`src/rtl/uart_top.sv`:
```
// uart_top: full-duplex 8N1 UART (baud generator, transmitter, 16x-oversampling receiver).
//   clk/rst      : system clock, asynchronous active-low reset
//   wr_en/data_in: one-cycle strobe and byte to transmit
//   rdy_clr      : clears rdy
//   rx/tx        : serial input/output, both idle high
//   rdy/data_out : last correctly framed received byte is valid
//   busy         : transmitter occupied
module uart_top #(
  parameter int CLK_FREQ  = 100_000_000,
  parameter int BAUD_RATE = 115200
) (
  input  logic       clk,
  input  logic       rst,
  input  logic       wr_en,
  input  logic [7:0] data_in,
  input  logic       rdy_clr,
  input  logic       rx,
  output logic       tx,
  output logic       rdy,
  output logic       busy,
  output logic [7:0] data_out
);
  localparam int TX_DIV = CLK_FREQ / BAUD_RATE;
  localparam int RX_DIV = CLK_FREQ / (16 * BAUD_RATE);
  localparam int TW = $clog2(TX_DIV + 1);
  localparam int RW = $clog2(RX_DIV + 1);
  typedef enum logic [1:0] {T_IDLE, T_START, T_DATA, T_STOP} tx_state_t;
  typedef enum logic [1:0] {R_START, R_DATA, R_STOP} rx_state_t;
  logic [TW-1:0] tx_cnt;
  logic [RW-1:0] rx_cnt_div;
  logic          tx_tick, rx_tick;
  tx_state_t     tx_state;
  logic [7:0]    tx_byte;
  logic [3:0]    tx_idx;
  rx_state_t     rx_state;
  logic [3:0]    rx_cnt;
  logic [2:0]    rx_idx;
  logic [7:0]    rx_shift;
  logic          rx_done;
  assign tx_tick = tx_cnt == TW'(TX_DIV - 1);
  assign rx_tick = rx_cnt_div == RW'(RX_DIV - 1);
  always_ff @(posedge clk or negedge rst)
    if (!rst) begin
      tx_cnt     <= '0;
      rx_cnt_div <= '0;
    end else begin
      tx_cnt     <= tx_tick ? '0 : tx_cnt + 1'b1;
      rx_cnt_div <= rx_tick ? '0 : rx_cnt_div + 1'b1;
    end
  // tx_idx 0..7 selects the data bit driven next; 8 means the stop bit is next.
  always_ff @(posedge clk or negedge rst)
    if (!rst) begin
      tx_state <= T_IDLE;
      tx_byte  <= '0;
      tx_idx   <= '0;
      tx       <= 1'b1;
      busy     <= 1'b0;
    end else
      case (tx_state)
        T_IDLE: if (wr_en) begin
          tx_byte  <= data_in;
          tx_state <= T_START;
          busy     <= 1'b1;
        end
        T_START: if (tx_tick) begin
          tx       <= 1'b0;
          tx_idx   <= '0;
          tx_state <= T_DATA;
        end
        T_DATA: if (tx_tick) begin
          if (tx_idx == 4'd8) begin
            tx       <= 1'b1;
            tx_state <= T_STOP;
          end else begin
            tx     <= tx_byte[tx_idx[2:0]];
            tx_idx <= tx_idx + 1'b1;
          end
        end
        default: if (tx_tick) begin
          tx_state <= T_IDLE;
          busy     <= 1'b0;
        end
      endcase
  // Start detection lands mid-start-bit after 8 low ticks; from then on every
  // 16 ticks (rx_cnt wrapping at 15) is the middle of the next bit.
  always_ff @(posedge clk or negedge rst)
    if (!rst) begin
      rx_state <= R_START;
      rx_cnt   <= '0;
      rx_idx   <= '0;
      rx_shift <= '0;
    end else if (rx_tick)
      case (rx_state)
        R_START:
          if (rx) rx_cnt <= '0;
          else if (rx_cnt == 4'd7) begin
            rx_cnt   <= '0;
            rx_idx   <= '0;
            rx_state <= R_DATA;
          end else rx_cnt <= rx_cnt + 1'b1;
        R_DATA: begin
          rx_cnt <= rx_cnt + 1'b1;
          if (rx_cnt == 4'd15) begin
            rx_shift <= {rx, rx_shift[7:1]};
            rx_idx   <= rx_idx + 1'b1;
            if (rx_idx == 3'd7) rx_state <= R_STOP;
          end
        end
        R_STOP: begin
          rx_cnt <= rx_cnt + 1'b1;
          if (rx_cnt == 4'd15) rx_state <= R_START;
        end
        default: rx_state <= R_START;
      endcase
  assign rx_done = rx_tick && rx_state == R_STOP && rx_cnt == 4'd15 && rx;
  // A good frame beats a simultaneous clear.
  always_ff @(posedge clk or negedge rst)
    if (!rst) begin
      rdy      <= 1'b0;
      data_out <= '0;
    end else begin
      rdy      <= rx_done ? 1'b1 : rdy_clr ? 1'b0 : rdy;
      data_out <= rx_done ? rx_shift : data_out;
    end
endmodule

```
`config.mk`:
```
export PLATFORM = sky130hd
export DESIGN_NAME = uart_top
export DESIGN_NICKNAME = d
export VERILOG_FILES = /design/src/rtl/uart_top.sv
export SDC_FILE = /design/constraint.sdc
export NUM_CORES = 1
export LEC_CHECK = 0
export ABC_CLOCK_PERIOD_IN_PS = 4550
export BUFFER_PORTS_ARGS = -buffer_cell sky130_fd_sc_hd__buf_4
export CAP_MARGIN = 20
export CORE_UTILIZATION = 65
export CTS_BUF_LIST = sky130_fd_sc_hd__clkbuf_8
export DETAILED_ROUTE_END_ITERATION = 8
export GPL_TIMING_DRIVEN = 0
export PLACE_DENSITY = 0.86
export SKIP_LAST_GASP = 1
export SLEW_MARGIN = 15
export SYNTH_ARGS = -nofsm -noshare
export SYNTH_HDL_FRONTEND = slang
export SYNTH_SLANG_ARGS = --single-unit
```
`constraint.sdc`:
```
create_clock -name clk -period 4.55 [get_ports clk]
set_clock_uncertainty 0.2 [all_clocks]
set_input_delay 0.2275 -clock clk [delete_from_list [all_inputs] [get_ports clk]]
set_output_delay 0.2275 -clock clk [all_outputs]
set_load 0.03 [all_outputs]
```
---- Word level (Yosys, flattened, before mapping) ----
Cells that the tools add are included.
word-level totals
  memories kept ........................... 0
  bits in latches ......................... 0
  bits in read-only memories .............. 0
  output and inout port bits .............. 11
  bits in registers ....................... 58
  memory bits (writable) .................. 0
  word-level logic and storage cells ...... 96
  input bits .............................. 13
cells by class
  equal/unequal tests ..................... 20
  reductions and logical operators ........ 21
  multiply operators ...................... 0
  multiplexer cells ....................... 35
  divide/modulo/power cells ............... 0
  shift-type cells ........................ 0
  bitwise operators ....................... 1
  order comparisons ....................... 1
  $add $sub $neg .......................... 5
operators by type and width
  cell                   number
  $mux 2                 10
  $mux 4                 5
  $ne 2x2->1 const B     10
  $pmux 4 s2             2
  $pmux 2 s3             2
  $add 10x1->10 const B  1
  $eq 10x10->1 const B   1
  $mux 10                1
  $reduce_and 5->1       2
  $reduce_bool 2->1      5
  $mux 3                 3
  $reduce_and 3->1       3
  $add 4x1->4 const B    2
  $eq 4x4->1 const B     2
  $mux 1                 7
  $add 6x1->6 const B    1
  $eq 6x6->1 const B     1
  $mux 6                 1
  $pmux 3 s2             1
  $reduce_and 6->1       1
  $eq 2x1->1 const B     2
  $eq 2x2->1 const B     2
  $eq 4x3->1 const B     1
  $logic_not 2->1        2
  other kinds (10)       15

---- Depth between registers and ports, before layout ----
Gate-level depths: netlist of run 1.
  depth after elaboration ................. 5
  mapped depth ............................ 7
  mapped depth without buffers ............ 6

---- Worst setup path after synthesis of run 1 ----
No wires, ideal clock.
  path kind ............................... register to register
  from .................................... register rx_cnt_div[1]
  to ...................................... register data_out[0]
  arrival time ............................ 1.646 ns
  path slack .............................. 2.576 ns
  setup time .............................. 0.128 ns
  cell stages (with the launch flop) ...... 8
  required time ........................... 4.222 ns
  path through ............................ dfrtp_1 -> inv_1 -> ha_1 -> nand4_1 -> nor2_2 -> and4_1 -> buf_4 -> mux2_1
between the ends
  cells in the longest elaborated chain, start to end .. 4
RTL lines
  item                             line  source
  from (decl)                      30    logic [RW-1:0] rx_cnt_div;
  from (signal assigned)           48    rx_cnt_div <= rx_tick ? '0 : rx_cnt_div + 1'b1;
  $eq 6x6->1                       41    assign rx_tick = rx_cnt_div == RW'(RX_DIV - 1);
  $logic_and 1x1->1 (3 in series)  115   assign rx_done = rx_tick && rx_state == R_STOP && rx_cnt == 4'd15 && rx;
  to (signal assigned)             123   data_out <= rx_done ? rx_shift : data_out;
  to (decl)                        21    output logic [7:0] data_out
Every way passes these cells.
A chain may end at the register's enable or synchronous reset.

---- Worst setup path after layout of run 1 ----
Ends and elaborated chain as after synthesis.

==> results of run 1 <==
==> final cells by class <==
type | count | area [sq um]
Clock inverter | 7 | 56.3
Fill cell | 245 | 708
Timing Repair Buffer | 34 | 283
Clock buffer | 9 | 124
Buffer | 6 | 35.0
Multi-Input combinational cell | 174 | 1360
Inverter | 10 | 37.5
Tap cell | 50 | 62.6
Sequential cell | 58 | 1450
==> stage by stage <==
step | instances | utilization
2_1_floorplan | 248 | -
3_3_place_gp | 321 | 0.757
3_5_place_dp | 321 | 0.757
4_1_cts | 348 | 0.828
5_1_grt | 348 | 0.828
6_report | 348 | 0.828
==> worst min path at each step <==
stage / to / slack (ns) / cells past startpoint
finish: busy / 0.06 / 4
global route: busy / 0.09 / 4
CTS: busy / 0.06 / 4
detailed placement: rdy / 0.12 / 1
global placement: rdy / 0.13 / 1
floorplan: busy / -0.27 / 0
==> what timing repair did <==
action,4_1_cts,5_1_grt
hold buffers,11,0
hold endpoints to repair,67,0
setup buffers,0,0
==> kinds of logic (layout without fill, tap and decap cells) <==
family,Yosys count,after routing,share of synthesized area
flip-flops,58,58,0.504
AO/OA/AOI/OAI,33,33,0.0738
multiplexers,31,31,0.139
buffers and inverters,16,66,0.0252
AND/OR/NAND/NOR,84,84,0.157
adder cells (fa/ha/maj),17,17,0.0738
XOR/XNOR,9,9,0.0274
==> per-layer routing <==
layer	part of all wire	GRT usage
met1	0.44	0.345
met2	0.49	0.442
met3	0.049	0.0822
met4	0.018	0.141
met5	0	0
==> state kept, by name (all words and copies together), names as in the netlist, 2 cells and up <==
signal      flops
tx_cnt         10
data_out        8
rx_shift        8
tx_byte         8
rx_cnt_div      6
rx_cnt          4
tx_idx          4
rx_idx          3
rx_state        2
tx_state        2
==> critical path, cell delays in order (launching register included) <==
cell and delay, ns:
dfrtp_1 0.42, inv_1 0.08, ha_1 0.16, nand4_1 0.21
nor2_2 0.31, and4_1 0.24, buf_4 0.19, mux2_1 0.36
==> power breakdown <==
group,switching [mW],internal (mW),leakage (nW)
clock network,0.194,0.244,0.107
registers,0.000697,0.517,0.747
logic,0.0152,0.0152,0.778
==> cell usage after synthesis (2+ instances only) <==
| cell | count | area, sq um |
|---|---|---|
| clkbuf_1 | 3 | 11.3 |
| mux2_1 | 8 | 90.1 |
| nor2_1 | 17 | 63.8 |
| nand4_1 | 7 | 43.8 |
| nor3_1 | 2 | 10.0 |
| nand2_1 | 16 | 60.1 |
| ha_1 | 17 | 213 |
| mux2_2 | 12 | 135 |
| xnor2_1 | 6 | 52.6 |
| a22o_1 | 3 | 26.3 |
| o211ai_1 | 6 | 45.0 |
| o22ai_1 | 2 | 12.5 |
| nor2b_1 | 6 | 37.5 |
| mux2_4 | 8 | 120 |
| a2bb2oi_1 | 2 | 17.5 |
| nor4_1 | 2 | 12.5 |
| inv_1 | 10 | 37.5 |
| nand3b_1 | 2 | 15.0 |
| xor2_1 | 3 | 26.3 |
| nand2b_1 | 2 | 12.5 |
| dfrtp_1 | 57 | 1430 |
| a21oi_1 | 4 | 20.0 |
| or3_1 | 2 | 12.5 |
| nand3_1 | 15 | 75.1 |
| and3_1 | 2 | 12.5 |
| o21ai_0 | 11 | 55.1 |
| mux4_2 | 2 | 45.0 |
| and4_1 | 3 | 26.3 |
==> flow_metrics.env, run 1 <==
export IMPL_status="complete, no violations"
export IMPL_numClockSinks=58
export IMPL_startpoint_type="register"
export IMPL_viasPerCell=5.82
export IMPL_synth_edf_count=0
export IMPL_finalSetupTns_ns=0
export IMPL_die_x_microns=68.6
export IMPL_regToRegStartpoint="rx_cnt_div[1]"
export IMPL_cts_buffers=9
export IMPL_tightestPinTransition_ns=0.706
export IMPL_finalMaxSlewViolations=0
export IMPL_syn_nets=278
export IMPL_end_kind="register"
export IMPL_cts_clk_slew_worst_paths_ns=0.07
export IMPL_layout_common_cells="dfrtp_1, buf_4, nor2_1, ha_1, nand2_1"
export IMPL_grt_use_total=0.279
export IMPL_drive_gt1_frac=0.215
export IMPL_async_flop_share=1.00
export IMPL_synthesis_area_sq_mm=0.00288
export IMPL_crit_start="rx_cnt_div[1]"
export IMPL_grt_max_degree=59
export IMPL_final_cell_area_sq_mm=0.00341
export IMPL_io_pins=24
export IMPL_nets=323
export IMPL_avgSynthCellArea_sq_um=11.6
export IMPL_slew_headroom=0.529
export IMPL_synth_warnings=0
export IMPL_rr_worst_depth=7
export IMPL_critPathRequiredTime_ns=4.57
export IMPL_die_h_microns=68.6
export IMPL_synth_cells=248
export IMPL_max_freq_ghz=0.438
export IMPL_drt_total_wl_mm=5.60
export IMPL_period_needed_ns=2.28
export IMPL_final_common_cell="dfrtp_1"
export IMPL_die_area_sq_mm=0.00470
export IMPL_port_buffers=23
export IMPL_maxCapViolCount=0
export IMPL_syn2layout_area_growth_pct=18.2
export IMPL_clock_latency_ns=0.34
export IMPL_p_leak_nw=1.63
export IMPL_start_util=0.700
export IMPL_antenna_found_initial=0
export IMPL_hold_start="wr_en"
export IMPL_ys_seq_area_frac=0.504
export IMPL_worstPathMaxFanout=9
export IMPL_powerDensity_mw_per_mm2=289
export IMPL_ant_nets=0
export IMPL_total_power_mw=0.986
export IMPL_crit_type="reg -> reg"
export IMPL_dpl_cell_area_sq_mm=0.00312
export IMPL_synth_ff_type="dfrtp_1"
export IMPL_ys_seq_elements=58
export IMPL_setup_viol=0
export IMPL_holdWs_ns=0.0621
export IMPL_num_vias=2024
export IMPL_rrSetupSlack_ns=2.27
export IMPL_num_rows=23
export IMPL_finalCritPeriodShare=0.501
export IMPL_r2r_end="data_out[0]"
export IMPL_grt_ovfl_total=0
export IMPL_grt_setup_unrepaired="false"
export IMPL_drc=0
export IMPL_min_path_type="in -> reg"
export IMPL_hold_viol=0
export IMPL_ctsLongestPathBuffers=2
export IMPL_drt_pass1_iterations=4
export IMPL_detail_route_iter0_violations=123
export IMPL_routabilityCongestion=0.814
export IMPL_yosysUniqueCellTypes=46
export IMPL_cts_resized=0
export IMPL_num_antenna_cells=0
export IMPL_root_buffer="clkbuf_8"
export IMPL_wl_per_cell_microns=16.1
export IMPL_peakVddDrop_mv=0.253
export IMPL_grt_pass1_wl_mm=9.13
export IMPL_dp_slack_ns=2.30
export IMPL_grt_pass1_vias=2006
export IMPL_setup_slack_ns=2.27
export IMPL_htree_levels=3
export IMPL_tritoncts="done"
export IMPL_hpwl_mm=3.48
export IMPL_arrival_ns=2.30
export IMPL_core_sq_mm=0.00412
export IMPL_crit_end="data_out[0]"
(Power assumes the default switching activity.)
==> inputs of run 2 (changes only) <==
ABC_CLOCK_PERIOD_IN_PS = 2100   (was 4550)
CORE_UTILIZATION = 62   (was 65)
PLACE_DENSITY = 0.82   (was 0.86)
clock period = 2.1 ns   (was 4.55 ns; I/O delays follow)
==> run 2 against run 1 <==
Compared with the run above: sequential share of layout area down 1.2 points; combinational power up 120%; non-clock buffer count up 6; first-iteration DRC count up 7.3%; die area up 4.7%; hold slack better by 0.11 ns; critical path depth unchanged; final area up 2.9%; flip-flop and latch count unchanged; clock power up 130%; critical path type unchanged; largest power group unchanged.
==> flow_metrics.env, run 2 (synthesis results as in run 1) <==
export IMPL_status="complete, no violations"
export IMPL_layout_common_cells="dfrtp_1, buf_4, nor2_1"
export IMPL_die_x_microns=70.2
export IMPL_hold_viol=0
export IMPL_final_common_cell="dfrtp_1"
export IMPL_cts_buffers=9
export IMPL_tritoncts="done"
export IMPL_setup_viol=0
export IMPL_period_needed_ns=2.07
export IMPL_drt_total_wl_mm=5.17
export IMPL_hpwl_mm=3.38
export IMPL_drc=0
export IMPL_arrival_ns=2.09
export IMPL_slowest_delay_ns=0.40
export IMPL_grt_use_total=0.232
export IMPL_num_rows=24
export IMPL_wl_per_cell_microns=14.6
export IMPL_ctsLongestPathBuffers=2
export IMPL_end_kind="register"
export IMPL_finalMaxSlewViolations=0
export IMPL_start_util=0.653
export IMPL_grt_pass1_vias=2008
export IMPL_viasPerCell=5.72
export IMPL_p_leak_nw=1.66
export IMPL_use_met1=0.318
export IMPL_detail_route_iter0_violations=132
export IMPL_num_antenna_cells=0
export IMPL_finalCritPeriodShare=0.987
export IMPL_syn2layout_area_growth_pct=21.7
export IMPL_worstPathMaxFanout=6
export IMPL_routabilityCongestion=0.796
export IMPL_slew_headroom=0.522
export IMPL_root_buffer="clkbuf_8"
export IMPL_die_area_sq_mm=0.00492
export IMPL_finalSetupTns_ns=0
export IMPL_worstPathCellList="inv_1 > ha_2 > nand4_1 > buf_4 > buf_4 > or3_4 > mux2_2"
export IMPL_cp_slowest_cell="dfrtp_1"
export IMPL_critPathRequiredTime_ns=2.11
export IMPL_num_vias=2025
export IMPL_grt_use_met3=0.0534
export IMPL_total_power_mw=2.20
export IMPL_ant_nets=0
export IMPL_grt_busiest_layer="met2"
export IMPL_drt_pass1_iterations=4
export IMPL_fillerInstances=275
export IMPL_startpoint_type="register"
export IMPL_htree_levels=3
export IMPL_clock_latency_ns=0.33
export IMPL_port_buffers=23
export IMPL_cts_clk_slew_worst_paths_ns=0.07
export IMPL_maxCapViolCount=0
export IMPL_max_freq_ghz=0.483
export IMPL_top_register="tx_cnt"
export IMPL_core_sq_mm=0.00441
export IMPL_met2_usage=0.353
export IMPL_grt_setup_unrepaired="true"
export IMPL_peakVddDrop_mv=0.561
export IMPL_tightestPinTransition_ns=0.716
export IMPL_crit_type="reg -> reg"
export IMPL_antenna_found_initial=0
export IMPL_die_h_microns=70.2
export IMPL_grt_ovfl_total=0
export IMPL_powerDensity_mw_per_mm2=627
export IMPL_largest_register_ff_count=10
export IMPL_min_path_type="in -> async"
export IMPL_nets=329
export IMPL_drive_gt1_frac=0.258
export IMPL_grt_pass1_wl_mm=8.83
export IMPL_grt_max_degree=59
export IMPL_numClockSinks=58
export IMPL_io_pins=24
export IMPL_cpMostUsedCell="buf_4"
## run 2: critical path: cells and delay by family (launching register included)
family / cells / cell delay (ns)
multiplexers: 1 / 0.28
AND/OR/NAND/NOR: 2 / 0.51
buffers and inverters: 3 / 0.39
adder cells (fa/ha/maj): 1 / 0.18
flip-flops: 1 / 0.40
## run 2: path summary, 6_finish.rpt
check / from / end / slack (ns) / depth (start not counted)
worst max-delay path: rx_cnt_div[1] / rx_cnt[0] / 0.03 / 7
worst min-delay path: rst / data_out[5] / 0.17 / 2
worst max register to register: rx_cnt_div[1] / rx_cnt[0] / 0.03 / 7
worst min register to register: tx_cnt[0] / tx_cnt[0] / 0.28 / 1
max in group asynchronous: rst / rx_cnt_div[0] / 1.01 / 2
min in group clk: tx_cnt[0] / tx_cnt[0] / 0.28 / 1
## run 2: final cells by class
| type | instances | area, sq um | share of cell area |
|---|---|---|---|
| Buffer | 5 | 35.0 | 0.00999 |
| Sequential cell | 58 | 1450 | 0.415 |
| Tap cell | 52 | 65.1 | 0.0186 |
| Clock buffer | 11 | 151 | 0.0432 |
| Timing Repair Buffer | 41 | 338 | 0.0963 |
| Inverter | 10 | 37.5 | 0.0107 |
| Clock inverter | 3 | 40.0 | 0.0114 |
| Multi-Input combinational cell | 174 | 1390 | 0.395 |
## run 2: power by group
part,internal (mW),total [mW],leakage (nW),switching [mW]
Combinational,0.0345,0.0683,0.815,0.0338
Sequential,1.12,1.12,0.747,0.00167
Clock,0.595,1.01,0.101,0.414
## run 2: metal layers
| layer | vias to the layer above | routed length, microns |
|---|---|---|
| met2 | 41 | 2520 |
| met4 | 0 | 77 |
| li1 | 989 | - |
| met1 | 986 | 2410 |
| met3 | 9 | 171 |
| met5 | - | 0 |
## run 2: repair_timing
item | 4_1_cts | 5_1_grt
pin swaps | 1 | 2
hold buffers | 12 | 0
hold endpoints to repair | 72 | 0
buffers inserted | 2 | 3
resized for setup | 3 | 10
endpoints found under the setup margin | 16 | 24
cloned | 0 | 1
## run 2: metrics by stage
stage               hold slack, ns  area (sq um)  std cells  setup slack [ns]   util
detailed placement          0.0129          3120        323            -0.123  0.707
global route                 0.254          3510        354           -0.0470  0.795
finish                       0.174          3510        354            0.0280  0.795
global placement           0.00672          3120        323            -0.108  0.707
CTS                          0.208          3450        351           0.00829  0.782
floorplan                   -0.391          2880        248             0.126      -
